--- src/rtl/spi_cmd_ctl.sv ---
// spi_cmd_ctl - SPI frame command sequencer toward the shared system bus.
//
// Watches the SPI byte buffer (rx_count, rx0..rx3), decodes the opcode in
// rx0 and issues exactly one bus read or write per frame over a req/ack
// handshake. Read data is returned on tx_byte. At frame end the byte buffer
// is cleared with a one-cycle buf_clear pulse.
//
// Optional feature macro: SPI_CMD_AUTOINC_EN
//   defined   - opcodes 0x30 (WRITE_NEXT) and 0x20 (READ_NEXT) are legal and
//               use an internal auto-incrementing address register.
//   undefined - 0x30 / 0x20 are illegal and the address register is absent.
//
// Ports:
//   sys_clk, reset_n          clock, synchronous active-low reset
//   spi_cs_n                  raw SPI chip select (asynchronous)
//   rx_count, rx0..rx3        byte buffer count and contents
//   buf_clear                 one-cycle byte buffer clear pulse
//   tx_byte                   read data returned to the host
//   bus_req/we/addr/wdata     bus request channel
//   bus_ack, bus_rdata        bus completion and read data
//   busy                      high whenever the FSM is not in IDLE
//   err                       sticky error, cleared at next frame start
module spi_cmd_ctl #(
  parameter int ADDR_WIDTH = 16,
  parameter int TIMEOUT    = 255
) (
  input  logic                  sys_clk,
  input  logic                  reset_n,
  input  logic                  spi_cs_n,
  input  logic [2:0]            rx_count,
  input  logic [7:0]            rx0,
  input  logic [7:0]            rx1,
  input  logic [7:0]            rx2,
  input  logic [7:0]            rx3,
  output logic                  buf_clear,
  output logic [7:0]            tx_byte,
  output logic                  bus_req,
  output logic                  bus_we,
  output logic [ADDR_WIDTH-1:0] bus_addr,
  output logic [7:0]            bus_wdata,
  input  logic                  bus_ack,
  input  logic [7:0]            bus_rdata,
  output logic                  busy,
  output logic                  err
);

  typedef enum logic [1:0] {IDLE, REQ, DONE} state_t;

  // Last timer value before the request is abandoned; the request is then
  // high for exactly TIMEOUT cycles.
  localparam logic [7:0] TMO_LAST = 8'(TIMEOUT - 1);

  state_t                state_reg;
  logic                  cs_meta_reg;
  logic                  cs_s_reg;
  logic                  cs_d_reg;
  logic [7:0]            timer_reg;
  logic                  end_pending_reg;
  logic                  cs_rise;
  logic                  cs_fall;

  logic                  cmd_legal;
  logic [2:0]            cmd_need;
  logic                  cmd_we;
  logic [ADDR_WIDTH-1:0] cmd_addr;
  logic [7:0]            cmd_wdata;

`ifdef SPI_CMD_AUTOINC_EN
  logic [ADDR_WIDTH-1:0] addr_reg;
`endif

  assign cs_rise = cs_s_reg & ~cs_d_reg;
  assign cs_fall = ~cs_s_reg & cs_d_reg;

  // Opcode decode: legality, bytes needed, and the transaction to issue.
  always_comb begin
    cmd_legal = 1'b1;
    cmd_need  = 3'd4;
    cmd_we    = 1'b0;
    cmd_addr  = ADDR_WIDTH'({rx1, rx2});
    cmd_wdata = rx3;
    case (rx0)
      8'h80: begin
        cmd_need = 3'd4;
        cmd_we   = 1'b1;
      end
      8'h40: cmd_need = 3'd3;
`ifdef SPI_CMD_AUTOINC_EN
      8'h30: begin
        cmd_need  = 3'd2;
        cmd_we    = 1'b1;
        cmd_addr  = addr_reg;
        cmd_wdata = rx1;
      end
      8'h20: begin
        cmd_need = 3'd1;
        cmd_addr = addr_reg;
      end
`endif
      default: cmd_legal = 1'b0;
    endcase
  end

  always_ff @(posedge sys_clk) begin
    if (!reset_n) begin
      state_reg       <= IDLE;
      cs_meta_reg     <= 1'b1;
      cs_s_reg        <= 1'b1;
      cs_d_reg        <= 1'b1;
      timer_reg       <= 8'd0;
      end_pending_reg <= 1'b0;
      buf_clear       <= 1'b0;
      tx_byte         <= 8'h00;
      bus_req         <= 1'b0;
      bus_we          <= 1'b0;
      bus_addr        <= '0;
      bus_wdata       <= 8'h00;
      busy            <= 1'b0;
      err             <= 1'b0;
`ifdef SPI_CMD_AUTOINC_EN
      addr_reg        <= '0;
`endif
    end else begin
      cs_meta_reg <= spi_cs_n;
      cs_s_reg    <= cs_meta_reg;
      cs_d_reg    <= cs_s_reg;
      buf_clear   <= 1'b0;

      if (cs_fall) err <= 1'b0;

      case (state_reg)
        IDLE: begin
          // While buf_clear is high the buffer still shows the previous
          // frame's bytes; decoding them would issue a second transaction.
          if (!buf_clear && rx_count != 3'd0 && !cmd_legal) begin
            err <= 1'b1;
            if (cs_rise) begin
              buf_clear <= 1'b1;
            end else begin
              state_reg <= DONE;
              busy      <= 1'b1;
            end
          end else if (!buf_clear && cmd_legal && rx_count >= cmd_need) begin
            bus_req         <= 1'b1;
            bus_we          <= cmd_we;
            bus_addr        <= cmd_addr;
            bus_wdata       <= cmd_wdata;
            busy            <= 1'b1;
            timer_reg       <= 8'd0;
            end_pending_reg <= cs_rise;
            state_reg       <= REQ;
          end else if (cs_rise) begin
            buf_clear <= 1'b1;
          end
        end

        REQ: begin
          if (cs_rise) end_pending_reg <= 1'b1;
          if (bus_ack || timer_reg == TMO_LAST) begin
            bus_req <= 1'b0;
            if (bus_ack) begin
              if (!bus_we) tx_byte <= bus_rdata;
`ifdef SPI_CMD_AUTOINC_EN
              addr_reg <= bus_addr + ADDR_WIDTH'(1);
`endif
            end else begin
              err <= 1'b1;
            end
            // A frame that already ended while the bus cycle was running
            // is closed out right away instead of waiting in DONE.
            if (end_pending_reg || cs_rise) begin
              buf_clear       <= 1'b1;
              busy            <= 1'b0;
              end_pending_reg <= 1'b0;
              state_reg       <= IDLE;
            end else begin
              state_reg <= DONE;
            end
          end else begin
            timer_reg <= timer_reg + 8'd1;
          end
        end

        DONE: begin
          if (cs_rise) begin
            buf_clear <= 1'b1;
            busy      <= 1'b0;
            state_reg <= IDLE;
          end
        end

        default: begin
          state_reg <= IDLE;
          busy      <= 1'b0;
        end
      endcase
    end
  end

endmodule

--- config.mk ---
export PLATFORM = sky130hd
export DESIGN_NAME = spi_cmd_ctl
export DESIGN_NICKNAME = d
export VERILOG_FILES = /design/src/rtl/spi_cmd_ctl.sv
export SDC_FILE = /design/constraint.sdc
export NUM_CORES = 1
export LEC_CHECK = 0
export ABC_CLOCK_PERIOD_IN_PS = 2600
export CAP_MARGIN = 20
export CORE_MARGIN = 3
export CORE_UTILIZATION = 41
export DETAILED_ROUTE_END_ITERATION = 8
export HOLD_SLACK_MARGIN = 0.02
export PLACE_DENSITY_LB_ADDON = 0.25
export SETUP_SLACK_MARGIN = 0.5
export SYNTH_ARGS = -nofsm -noshare
export SYNTH_HDL_FRONTEND = slang
export SYNTH_SLANG_ARGS = --single-unit
--- constraint.sdc ---
create_clock -name sys_clk -period 2.6 [get_ports sys_clk]
set_clock_uncertainty 0.15 [all_clocks]
set_input_delay 0.26 -clock sys_clk [delete_from_list [all_inputs] [get_ports sys_clk]]
set_output_delay 0.26 -clock sys_clk [all_outputs]
set_load 0.01 [all_outputs]
==> impl_summary.md, run 1 <==
Status
The run finished with clean final reports.

Cells and area
The final cell count without fillers is 454. The number of antenna diodes in the final layout is 0. The post-layout utilization of the core is 69.4%. The register with the most flip-flops in the layout has 16 of them. At the end of the flow, the number of nets in the layout was between 400 and 500.

bus_addr holds more flip-flops than any other register. The fraction of layout cells with a size suffix above 1 is around 30%. The synthesis-to-layout area growth is 58.1%.

Global routing
Global routing used between 10% and 20% of the available tracks. Entering global routing, the biggest net connects 26 pins. The number of global-route vias before repair is 2227. The initial antenna violation count came to 0. Summed over all layers, the global routing overflow is 0. The global-route wire length before repair is 10.1 mm.

Worst setup path
The endpoint required time on the critical path is 2.65 ns. The worst register-to-register path has a setup slack of slightly above 0.6 ns. The endpoint arrival time on the critical path is 2.42 ns. The classification of the worst setup path is in -> reg.

The worst register-to-register path begins at buf_clear. The critical register-to-register path endpoint is timer_reg[1]. For the worst flop-to-flop path, the logic depth is 8. In this run the worst path has a maximum fanout of 4.

The worst setup path is launched from an input port. The worst setup path is captured at a flop.

Route
The routed via count is 2267. Using the TritonRoute via totals, the vias-per-cell ratio works out to 4.99. The remaining number of nets flagged by the antenna check after routing is 0. The residual DRC count is 0.

The detailed router finished its first iteration with 55 violations. The first detailed-routing pass took 4 iterations. The total wire length is 6.42 mm.

The routed length per placed instance is 14.1 um.

Logic synthesis
After synthesis, the share of flip-flops with an asynchronous set or reset is 0%. The post-synthesis cell area is 2490 um^2. The sequential share of the synthesized area is 41.0%. The number of standard cells after synthesis is 265. The number of nets handed over by synthesis was 317. The commonest register cell after synthesis is sky130_fd_sc_hd__dfxtp_1. The synthesized area per cell is ~9.4 um^2. In this run, synthesis inferred 0 flip-flops with an integrated enable. In this run, distinct cell masters in the synthesized netlist total between 40 and 50. During synthesis, Yosys emitted a total of 0 warnings. After synthesis the netlist holds a flip-flop and latch count of 51.

Timing
The max-slew violation count is 0. Based on the critical path, the design can be clocked at up to 423 MHz. The post-route setup TNS is 0 ns. Setup violations remaining at the end of the flow were counted as 0. Setup repair after global routing could not meet its margin everywhere. The post-route clock period utilization is 91.0%. The final count of hold timing violations is 0.

The worst max-slew margin expressed relative to the limit is 57.7%. Final hold analysis gives a worst-case slack of 0.269 ns. The clock period could shrink to 2.37 ns. The slew of the pin with the lowest slew margin is 0.632 ns.

Die
The die boundary height is roughly 84 um. The standard cell core area is 5680 um^2. Pin placement for this block handled 84 I/O pins. The die is 83.9 um wide.

The die covers approximately 7000 um^2. The initial cell density of the core is 43.9%. The floorplan row count is 27.

Place
Including well taps, the total number of placed cells is 428. Routability-driven placement finished with a final weighted congestion of 0.856. The placed wire-length estimate after detailed placement is between 4 and 5 mm. The number of port buffers is 83.

Clocking
The later pin in the worst-skew pair is clocked with a latency of 0.30 ns. The clock tree from TritonCTS is yes. The longest clock path from root to sink contains 2 buffers. The number of clock buffers inserted by TritonCTS is 5.

The clock slew at the register clock pins of the worst setup and hold paths is 0.09 ns. The clock sink count is 51. The deepest level of the CTS H-tree is 2. The quantity of hold-fixing buffers added after cts is 0. CTS placed an instance of sky130_fd_sc_hd__clkbuf_8 at the clock tree root.

Hold path
The tightest min-delay check is of the in -> reg type. The number of instances on the worst hold path is 5. The worst hold path begins at rx0[0].

The worst-case hold path end point is bus_we.

Pwr
The static leakage power is 1.41 nW. In this run the power density over the cells is 378 nW/um^2. VDD sags by at most 377 uV.

Run
The max-capacitance violation count is 0.
[how the worst max path moves through the flow]
stage / start / end / slack, ns / cells past startpoint
floorplan: rx0[2] / bus_addr[1] / 0.07 / 12
global placement: rx0[2] / bus_addr[4] / -0.34 / 13
detailed placement: rx0[2] / bus_wdata[7] / -0.36 / 13
CTS: rx0[1] / bus_addr[1] / 0.30 / 14
global route: rx0[2] / timer_reg[1] / 0.14 / 14
finish: rx0[6] / timer_reg[1] / 0.23 / 12
[cells by family (layout without fill, tap and decap cells)]
logic type,count (synthesis),after routing,synth area share (%)
compound gates,57,57,19.7
xor+xnor,1,1,0.352
fa+ha+maj,5,5,2.51
buf+inv,20,137,5.33
flops,51,51,41.0
mux,8,8,3.22
simple gates,123,123,27.8
[worst max-delay path, cell delays in order]
cell	delay, ns
sky130_fd_sc_hd__clkdlybuf4s50_1	0.43
sky130_fd_sc_hd__nand3b_1	0.15
sky130_fd_sc_hd__inv_2	0.07
sky130_fd_sc_hd__ha_4	0.27
sky130_fd_sc_hd__o21bai_4	0.07
sky130_fd_sc_hd__or3_4	0.35
sky130_fd_sc_hd__buf_6	0.13
sky130_fd_sc_hd__nor3_4	0.23
sky130_fd_sc_hd__buf_4	0.17
sky130_fd_sc_hd__buf_6	0.08
sky130_fd_sc_hd__o22ai_2	0.04
sky130_fd_sc_hd__and2_1	0.15
[layer usage]
layer	GRT usage, %	routed length (um)	vias up
met1	22.2	2740	1044
met3	4.74	413	6
met2	28.0	3200	69
met5	0	0	-
li1	-	-	1148
met4	4.97	55	0
[what timing repair did]
item,in CTS,in global routing
pin swaps,10,19
buffers inserted,11,4
setup endpoints to repair,39,40
gates resized for setup,27,26
cloned,0,3
[synth_stat cells, types with 2 or more instances]
| library cell | instances | area share, % |
|---|---|---|
| sky130_fd_sc_hd__inv_1 | 5 | 0.75 |
| sky130_fd_sc_hd__nand2b_1 | 6 | 1.5 |
| sky130_fd_sc_hd__clkbuf_1 | 8 | 1.2 |
| sky130_fd_sc_hd__ha_1 | 5 | 2.5 |
| sky130_fd_sc_hd__and2_1 | 2 | 0.50 |
| sky130_fd_sc_hd__dfxtp_1 | 51 | 41 |
| sky130_fd_sc_hd__o22ai_1 | 3 | 0.75 |
| sky130_fd_sc_hd__nor2b_1 | 12 | 3.0 |
| sky130_fd_sc_hd__o211ai_1 | 4 | 1.2 |
| sky130_fd_sc_hd__a22oi_1 | 2 | 0.60 |
| sky130_fd_sc_hd__a21oi_1 | 3 | 0.60 |
| sky130_fd_sc_hd__buf_6 | 3 | 1.4 |
| sky130_fd_sc_hd__nand2_2 | 20 | 5.0 |
| sky130_fd_sc_hd__nand3_1 | 8 | 1.6 |
| sky130_fd_sc_hd__nor2_1 | 5 | 0.75 |
| sky130_fd_sc_hd__a31oi_1 | 6 | 1.5 |
| sky130_fd_sc_hd__a21boi_0 | 7 | 2.1 |
| sky130_fd_sc_hd__o21ai_0 | 6 | 1.2 |
| sky130_fd_sc_hd__mux2i_1 | 8 | 3.2 |
| sky130_fd_sc_hd__nor3b_1 | 2 | 0.60 |
| sky130_fd_sc_hd__nand2_1 | 40 | 6.0 |
| sky130_fd_sc_hd__o31ai_1 | 2 | 0.60 |
| sky130_fd_sc_hd__a21boi_2 | 19 | 8.6 |
| sky130_fd_sc_hd__nor4_1 | 3 | 0.75 |
| sky130_fd_sc_hd__nand4_1 | 2 | 0.50 |
| sky130_fd_sc_hd__buf_12 | 2 | 1.6 |
| sky130_fd_sc_hd__buf_2 | 2 | 0.40 |
| sky130_fd_sc_hd__nand3b_1 | 3 | 0.90 |
| sky130_fd_sc_hd__nor3_1 | 9 | 1.8 |
[report_power, final]
group | total, mW | switching (mW) | internal [mW]
Clock | 0.478 | 0.259 | 0.219
Combinational | 0.204 | 0.0709 | 0.133
Sequential | 0.808 | 0.0153 | 0.792
[cell usage in the layout, fill, tap and decap left out, types with 3 or more instances in the layout]
master | synthesis | final
sky130_fd_sc_hd__nand2b_1 | 6 | 5
sky130_fd_sc_hd__nor2_1 | 5 | 4
sky130_fd_sc_hd__a31oi_1 | 6 | 6
sky130_fd_sc_hd__o21ai_0 | 6 | 6
sky130_fd_sc_hd__a21boi_2 | 19 | 19
sky130_fd_sc_hd__nand3_1 | 8 | 8
sky130_fd_sc_hd__nand3b_1 | 3 | 3
sky130_fd_sc_hd__buf_6 | 3 | 13
sky130_fd_sc_hd__dfxtp_1 | 51 | 51
sky130_fd_sc_hd__dlygate4sd2_1 | 0 | 3
sky130_fd_sc_hd__buf_4 | 0 | 25
sky130_fd_sc_hd__nor2b_1 | 12 | 12
sky130_fd_sc_hd__inv_1 | 5 | 4
sky130_fd_sc_hd__o211ai_1 | 4 | 4
sky130_fd_sc_hd__a21boi_1 | 1 | 7
sky130_fd_sc_hd__nor3_1 | 9 | 6
sky130_fd_sc_hd__nand2_1 | 40 | 37
sky130_fd_sc_hd__nand2_4 | 0 | 4
sky130_fd_sc_hd__ha_4 | 0 | 3
sky130_fd_sc_hd__clkdlybuf4s50_1 | 0 | 76
sky130_fd_sc_hd__mux2i_1 | 8 | 8
sky130_fd_sc_hd__clkbuf_8 | 0 | 6
sky130_fd_sc_hd__nand2_2 | 20 | 19
[area by class of cell]
type / count / area, um^2
multi-input cells: 194 / 1470
inverters: 5 / 18.8
flip-flops and latches: 51 / 1020
well taps: 72 / 90.1
clock inverters: 1 / 8.76
clock buffers: 7 / 86.3
repair buffers: 124 / 1240
fillers: 445 / 1740
[per-stage QoR]
step	power (mW)	worst slack, ns	cell area (um^2)
floorplan	0.896	0.0741	2520
global placement	1.01	-0.344	3530
detailed placement	1.01	-0.356	3530
CTS	1.50	0.299	3730
global route	1.57	0.137	3940
finish	1.49	0.234	3940
No activity file was read; power rests on OpenSTA's default activity.
==> run 2: changes to the inputs <==
CTS_CLUSTER_SIZE = 25   (was default)
MAX_ROUTING_LAYER = met4   (was default)
PLACE_DENSITY = 0.82   (was default)
PLACE_DENSITY_LB_ADDON = default   (was 0.25)
==> run 2 against run 1 <==
Net effect:
- die area is the same
- worst hold slack improved by 0.0045 ns
- fmax up 0.55%
- sequential share of layout area increased by 0.95 points
- total power is 4.5% higher
- via count increased by 2.3%
- highest routed layer unchanged
- global-route usage is 0.99 points higher
- first-iteration DRC count up 31%
- sequential cell count unchanged
- wire length rose by 2.5%
- non-clock buffer count fell by 13
==> impl_summary.md, run 2 (synthesis gave the netlist of run 1 again) <==
Clocking
The tree is rooted in a sky130_fd_sc_hd__clkbuf_8. The quantity of hold-fixing buffers added after cts is 0. TritonCTS built the clock tree.

The worst-case clock buffer depth is 2. The clock sink count is 51. Buffers inserted during clock tree synthesis total 5. The later pin in the worst-skew pair is clocked with a latency of roughly 0.31 ns. The H-tree was split into 2 levels. After clock tree synthesis, the clock-pin slew on the worst setup and hold paths is 0.09 ns.

Global routing
The pin count of the biggest net entering global routing is 26. The global-route wire length before repair is 10.2 mm. The overall fraction of global-route tracks in use is between 10% and 20%. The initial antenna violation count is 0. The remaining global-route overflow is 0. The number of global-route vias before repair came to ~2.2k.

Timing
The max-slew violation count came to 0. Setup repair after global routing could not meet its margin everywhere. At the pin with the least slew margin, the transition time is 0.651 ns. The final count of hold timing violations is 0. The worst max-slew margin expressed relative to the limit is between 50% and 60%. Setup total negative slack on the finished layout was measured at 0 ns. In the finished design, the share of the clock period the worst path needs comes to 90.5%.

The final setup violation count is 0. The clock period could shrink to 2.35 ns. The timing-limited maximum frequency is 425 MHz.

Pwr
The worst ir drop on vdd is 276 uV. The power per cell area is 410 nW/um^2. The part of the total power dissipated in the clock network is 35.4%. Net switching is 22.5% of the power. In this run the static leakage power is 1.31 nW.

Per report_power, the sequential group accounts for between 50% and 60% of the total. The switching power is about 350 uW. The internal power consumption is 1.21 mW. The fraction of power consumed by combinational cells is 12.8%.

Worst setup path
The endpoint arrival time on the critical path is 2.41 ns. STA classifies the critical path endpoint as a flop. The slowest cell on the critical path is sky130_fd_sc_hd__or3_4.

Traced cell by cell, the critical path runs through buf_6 > nor4_4 > and2_4 > nand3b_1 > inv_2 > ha_4 > o21bai_4 > or3_4 > buf_6 > o31ai_4 > o211ai_1 > and3b_1. The critical path's most frequent cell is sky130_fd_sc_hd__buf_6. The worst setup path is launched from an input port. The maximum cell stage delay along the critical path is about 0.36 ns.

The top fanout value on the critical path is 4. The endpoint required time on the critical path is 2.66 ns. The classification of the worst setup path is in -> reg.

Cells and area
The multi-input combinational cells in the finished layout cover a total of ~1500 um^2. The number of antenna diodes in the final layout is 0. The fraction of layout cells with a size suffix above 1 is between 20% and 30%. The finished layout holds 441 standard cells, fillers aside.

The post-layout utilization of the core is between 60% and 70%. In the final design database the tool counted 420 nets. In the layout the commonest cells are sky130_fd_sc_hd__clkdlybuf4s50_1 (76), sky130_fd_sc_hd__dfxtp_1 (51), sky130_fd_sc_hd__nand2_1 (39), sky130_fd_sc_hd__nand2_2 (21), sky130_fd_sc_hd__a21boi_2 (19). From synthesis to final layout, the design area changed by 52.6%.

The number of fill cells is 408. Leaving out fill and tap cells, the most frequent cell in the layout is sky130_fd_sc_hd__clkdlybuf4s50_1. Across the whole layout, storage elements account for around 1000 um^2. The top register by number of flip-flops is bus_addr. The flip-flop count of the largest register, all copies and words added is 16.

Place
The total placed cells including tap cells is 423. The placed wire-length estimate after detailed placement is 4.36 mm. The number of port buffers is 83. The congestion estimate from routability-driven global placement came to 0.854.

Die
After floorplanning, the core was divided into 27 placement rows. The core region is 5680 um^2. Pin placement for this block handled 84 I/O pins. For this configuration, the core starts out at a cell density of 43.9%.

The floorplan step defined a die boundary enclosing 7040 um^2. Measured along the x axis, the die boundary spans 83.9 um. In this run the vertical extent of the chip is approximately 84 um.

Status
The run finished with clean final reports.

Hold path
The kind of path behind the tightest hold check is reg -> reg.

Route
The routed via count is 2320. Once detail routing completed, the nets flagged for antenna violations numbered 0. The via density per instance is 5.26. After detailed routing, the total wire length is 6.58 mm. The first-pass detailed-route iteration total is 4. The residual DRC count is 0.

After detailed routing, the average wire length per cell comes to 14.9 um. The first routing iteration left 72 violations.

Run
The max-capacitance violation count is 0.
## run 2: cell types whose count changed in the layout (fill, tap and decap cells not counted), moves of 2 or more
cell / before / now
sky130_fd_sc_hd__nand2_4: 4 / 0
sky130_fd_sc_hd__buf_4: 25 / 18
sky130_fd_sc_hd__nand2_1: 37 / 39
sky130_fd_sc_hd__nand2_2: 19 / 21
sky130_fd_sc_hd__buf_6: 13 / 10
## run 2: what timing repair did
item                       in CTS  in global routing
gates cloned                    0                  1
pin swaps                      14                 17
setup endpoints to repair      39                 39
hold endpoints to repair        0                  0
setup buffers                   6                  3
gates resized for setup        29                 14
## run 2: critical path, delay by kind of cell
family          cells  cell delay [ns]
compound gates      3             0.53
fa+ha+maj           1             0.14
simple gates        5             1.13
buf+inv             3             0.35
## run 2: cell type report
| cell class | instances | share of cell area [%] |
|---|---|---|
| multi-input combinational | 194 | 38.2 |
| timing repair buffer | 111 | 29.1 |
| sequential | 51 | 26.9 |
| tap | 72 | 2.37 |
| clock buffer | 5 | 1.81 |
| clock inverter | 3 | 1.15 |
| inverter | 5 | 0.494 |
## run 2: through the flow
stage	setup slack, ns	power (mW)	hold slack (ns)	area [um^2]
final	0.247	1.56	0.274	3800
after detailed placement	-0.408	1.01	0.254	3490
after global placement	-0.349	1.01	0.248	3490
after global routing	0.125	1.62	0.312	3800
after floorplan	0.0741	0.896	0.211	2520
after CTS	0.282	1.57	0.227	3680
## run 2: power by group through the flow
stage,Sequential (mW),Clock [mW],Combinational (mW)
finish,0.808,0.551,0.199
global route,0.811,0.597,0.213
CTS,0.806,0.574,0.190
detailed placement,0.824,0,0.184
global placement,0.825,0,0.182
floorplan,0.820,0,0.0761
## run 2: per-layer routing
| metal | wire length, um | vias up | GRT usage (%) |
|---|---|---|---|
| met5 | 0 | - | - |
| met4 | 81 | 0 | 3.80 |
| met3 | 432 | 8 | 5.03 |
| met2 | 3220 | 81 | 29.8 |
| met1 | 2840 | 1108 | 22.4 |
| li1 | - | 1123 | - |
## run 2: final timing paths
path | to | startpoint | cells after the start | slack (ns)
max | timer_reg[2] | rx0[2] | 12 | 0.25
min | cs_s_reg | cs_meta_reg | 1 | 0.27
max reg2reg | state_reg[1] | timer_reg[1] | 6 | 0.48
min reg2reg | cs_s_reg | cs_meta_reg | 1 | 0.27
==> run 3: changes to the inputs <==
TNS_END_PERCENT = 100   (was default)
==> results of run 3 <==
No change in the layout: final DEF, timing and power equal those of run 2.
